--- src/rtl/bit_deserializer.sv ---
// bit_deserializer: serial-to-parallel receiver with a one-word valid/ready holding register
module bit_deserializer #(
  parameter int WIDTH = 8,
  parameter bit MSB_FIRST = 1'b1
) (
  input  logic             clk,
  input  logic             rst_n,
  input  logic             in,
  input  logic             in_valid,
  input  logic             in_start,
  output logic [WIDTH-1:0] out,
  output logic             out_valid,
  input  logic             out_ready,
  output logic             overrun,
  output logic             sync_err
);
  localparam int CW = $clog2(WIDTH);
  logic [WIDTH-1:0] sr, base, word;
  logic [CW-1:0] cnt, pos;
  logic done;
  always_comb begin
    base = in_start ? '0 : sr;
    pos = in_start ? '0 : cnt;
    word = MSB_FIRST ? {base[WIDTH-2:0], in} : {in, base[WIDTH-1:1]};
    done = in_valid && pos == CW'(WIDTH - 1);
  end
  always_ff @(posedge clk) begin
    if (!rst_n) begin
      sr <= '0;
      cnt <= '0;
      out <= '0;
      out_valid <= 1'b0;
      overrun <= 1'b0;
      sync_err <= 1'b0;
    end else begin
      overrun <= 1'b0;
      sync_err <= 1'b0;
      if (in_valid) begin
        sr <= word;
        cnt <= done ? '0 : pos + 1'b1;
        sync_err <= in_start && cnt != '0;
      end
      if (done && (!out_valid || out_ready)) begin
        out <= word;
        out_valid <= 1'b1;
      end else if (done) begin
        overrun <= 1'b1;
      end else if (out_valid && out_ready) begin
        out_valid <= 1'b0;
      end
    end
  end
endmodule
--- config.mk ---
export PLATFORM = sky130hd
export DESIGN_NAME = bit_deserializer
export DESIGN_NICKNAME = d
export VERILOG_FILES = /design/src/rtl/bit_deserializer.sv
export SDC_FILE = /design/constraint.sdc
export NUM_CORES = 1
export LEC_CHECK = 0
export ABC_CLOCK_PERIOD_IN_PS = 4400
export CORE_ASPECT_RATIO = 1.75
export CORE_UTILIZATION = 35
export DETAILED_ROUTE_END_ITERATION = 16
export MAX_ROUTING_LAYER = met4
export PLACE_DENSITY = 0.65
export SLEW_MARGIN = 20
export SYNTH_ARGS = -nofsm -noshare
export SYNTH_HDL_FRONTEND = slang
export SYNTH_SLANG_ARGS = --single-unit
--- constraint.sdc ---
create_clock -name clk -period 4.4 [get_ports clk]
set_input_delay 0.88 -clock clk [delete_from_list [all_inputs] [get_ports clk]]
set_output_delay 0.88 -clock clk [all_outputs]
set_load 0.02 [all_outputs]
==> summary.md <==
| Metric | Value |
|---|---|
| Status | finished, final reports clean |
| Row cnt | 23 |
| PD cells | 312.7 mW/mm^2 |
| Via count | approximately 650 |
| Fill count | roughly 230 |
| Bufs and invs on worst path | 1 |
| Final GP Congestion | around 0.75 |
| Number of CTS-inserted buffers | 3 |
| DRC viols | 0 |
| Core Region | 0.002331 mm^2 |
| Fin. Hold Viols | 0 |
| Mapped Cells | between 90 and 100 |
| Worst path most repeated cell | ha_1 |
| Hold bufs inserted after CTS | 0 |
| Post-Syn Area | between 800 and 900 um^2 |
| Flop-to-flop setup slack | ~2.8 ns |
| CTS tree | yes |
| Total global routing overflow | 0 |
| Area Overhead vs Synth | 21.43% |
| Finished Cell Area | about 0.0011 mm^2 |
| Clock transition at path regs | approximately 0.07 ns |
| PortBufs | 16 |
| Library cells used by synthesis | 20 |
| Syn avg cell area | around 9 um^2 |
| Peak VDD IR | 0.2333 mV |
| CP cell instances | clkdlybuf4s50_1 > nor2b_1 > ha_1 > ha_1 > and2_1 > and2_4 > mux2i_1 |
| Worst-Skew Late Latency | about 0.25 ns |
| TNS Setup | 0 ns |
| Worst Setup Path Type | primary input to flop |
| Gr usage total | 0.1281 |
| Clk sinks | 21 |
| Post-DP HPWL | about 1.1 mm |
| Sequential cell area | approximately 420 um^2 |
| Clock Skew | roughly 0.001 ns |
| Initial Util | 0.3757 |
| Clock Tree Buf Depth | 2 |
| WL final | between 1.5 and 2 mm |
| RSZ-0062 raised after global routing | false |
| Static leakage | 0.4049 nW |
| Fin crit share | 0.5735 |
| Post-synth top area cell | dfxtp_1 |
| Placed cells | 130 |
| Vias/cell | 4.836 |
| Setup crit end kind | flop |
| Initial antenna violation count | 0 |
| Syn nets | roughly 110 |
| Max Cap Viol | 0 |
| Area of the multi-input gates | between 400 and 500 um^2 |
| Diodes inserted | 0 |
| Fin nets | 118 |
| Ys Warns | 0 |
| Worst path required time | between 4 and 5 ns |
| # H-tree levels | 1 |
| Vias in the first global route | roughly 570 |
| First-pass GRT wire length | between 2 and 2.5 mm |
| 1st-iter DRT viols | 10 |
| Yosys top cell area share | 0.4800 |
| Die Wd | 39.82 um |
| Slowest CP cell | clkdlybuf4s50_1 |
| Most area-consuming cells after synthesis | dfxtp_1 48%, mux2i_1 10%, nor2b_1 8.6% |
| Die height | 68.18 um |
| Arrival time worst endpoint | 2.71 ns |
| CP max stage delay | ~0.58 ns |
| Share of cells above drive strength 1 | 0.03670 |
| Type of origin of the critical path | primary input |
| Largest net degree at the start of global routing | 19 |
| Post-CTS Setup Inserts | 0 |
| Non-filler cells, final | 134 |
| Slew Limit Fails | 0 |
| I/O pin total | 17 |
| Min Tclk post-route | 2.523 ns |
| Worst Max-Slew Pin Slew | slightly above 0.6 ns |
| Post-cts resize count | 0 |
| Max frequency | approximately 400 MHz |
| Sequential area share after synthesis | 0.4800 |
| Max FO, Critical Path | 11 |
| Relative slew slack | 0.5831 |
| Yosys reg bits | 21 |
| First-pass DRT Iterations | 2 |
| Die area | roughly 0.0027 mm^2 |
| Final ANT Viol Nets | 0 |
| Final setup violation count | 0 |
| Delay-heaviest family, CP | simple AND/OR/NAND/NOR gates |
| CTS root buf | clkbuf_8 |
| Worst hold path class | flop to flop |
| Routed length per instance | between 10 and 15 um |
| Placed cell areas | 0.001018 mm^2 |
-- cell type report --
cell class / count / area share
clock buffers: 4 / 0.04235
inverters: 1 / 0.003529
multi-input cells: 67 / 0.3788
flip-flops and latches: 21 / 0.3953
well taps: 25 / 0.02941
repair buffers: 16 / 0.1506
-- through the flow --
step | hold slack, ns | power, mW | worst slack (ns) | util
2_1_floorplan | 0.4520 | 0.2106 | 2.048 | -
3_3_place_gp | 0.4392 | 0.2173 | 1.653 | 0.4369
3_5_place_dp | 0.4406 | 0.2178 | 1.593 | 0.4369
4_1_cts | 0.4508 | 0.3406 | 1.870 | 0.4563
5_1_grt | 0.4686 | 0.3508 | 1.771 | 0.4563
6_report | 0.4472 | 0.3326 | 1.877 | 0.4563
-- worst register-to-register path, delay by kind of cell (launching register included) --
| kind | cells | cell delay, ns |
|---|---|---|
| fa+ha+maj | 2 | 0.35 |
| simple gates | 3 | 0.67 |
| mux | 1 | 0.17 |
| flops | 1 | 0.36 |
-- final timing paths --
check / end / from / cells after the start
worst max-delay path: out[0] / in_start / 7
worst max register to register: out[0] / cnt[0] / 6
worst min register to register: out[4] / out[4] / 2
worst min-delay path: out[4] / out[4] / 2
-- synthesized netlist by cell type --
master,n
nand2b_1,1
inv_1,1
nor3_1,2
buf_6,2
o21ai_1,6
buf_2,3
nand3b_1,1
mux2i_1,9
a21oi_1,3
ha_1,2
nor2b_1,12
nand3_1,1
dfxtp_1,21
nand4_1,6
a211oi_1,1
nor2_1,11
and2_1,1
clkbuf_1,3
nand2_1,10
and2_4,1
-- state kept, by name (all words and copies together) (netlist names) --
signal     cells
out            8
sr             7
cnt            3
out_valid      1
overrun        1
sync_err       1
-- kinds of logic after synthesis --
logic type	after synthesis	synth area share
multiplexers	9	0.1029
adder cells (fa/ha/maj)	2	0.02857
flip-flops	21	0.4800
AO/OA/AOI/OAI	10	0.06000
buffers and inverters	9	0.05999
AND/OR/NAND/NOR	46	0.2686
-- cell usage in the layout, fill, tap and decap left out, drive strengths merged, types with 3 or more instances in the layout --
master         synthesis  final
nor2b                 12     12
nor2                  11     11
mux2i                  9      9
nand4                  6      6
nand2                 10     10
dfxtp                 21     21
o21ai                  6      6
clkbuf                 3      4
a21oi                  3      3
clkdlybuf4s50          0     16
-- power by group --
group          total (mW)  internal (mW)  switching (mW)  leakage (nW)
sequential          0.193          0.192         0.00123         0.170
combinational      0.0200        0.00904          0.0110         0.212
clock               0.119         0.0642          0.0550        0.0228
-- routing by layer --
| layer | GRT usage | vias up | wire length [um] |
|---|---|---|---|
| li1 | - | 350 | - |
| met1 | 0.1377 | 286 | 672 |
| met3 | 0.02922 | 4 | 34 |
| met4 | 0.07759 | 0 | 31 |
| met2 | 0.2049 | 8 | 761 |
| met5 | - | - | 0 |
Note: power is estimated with default switching activity, not from simulation.
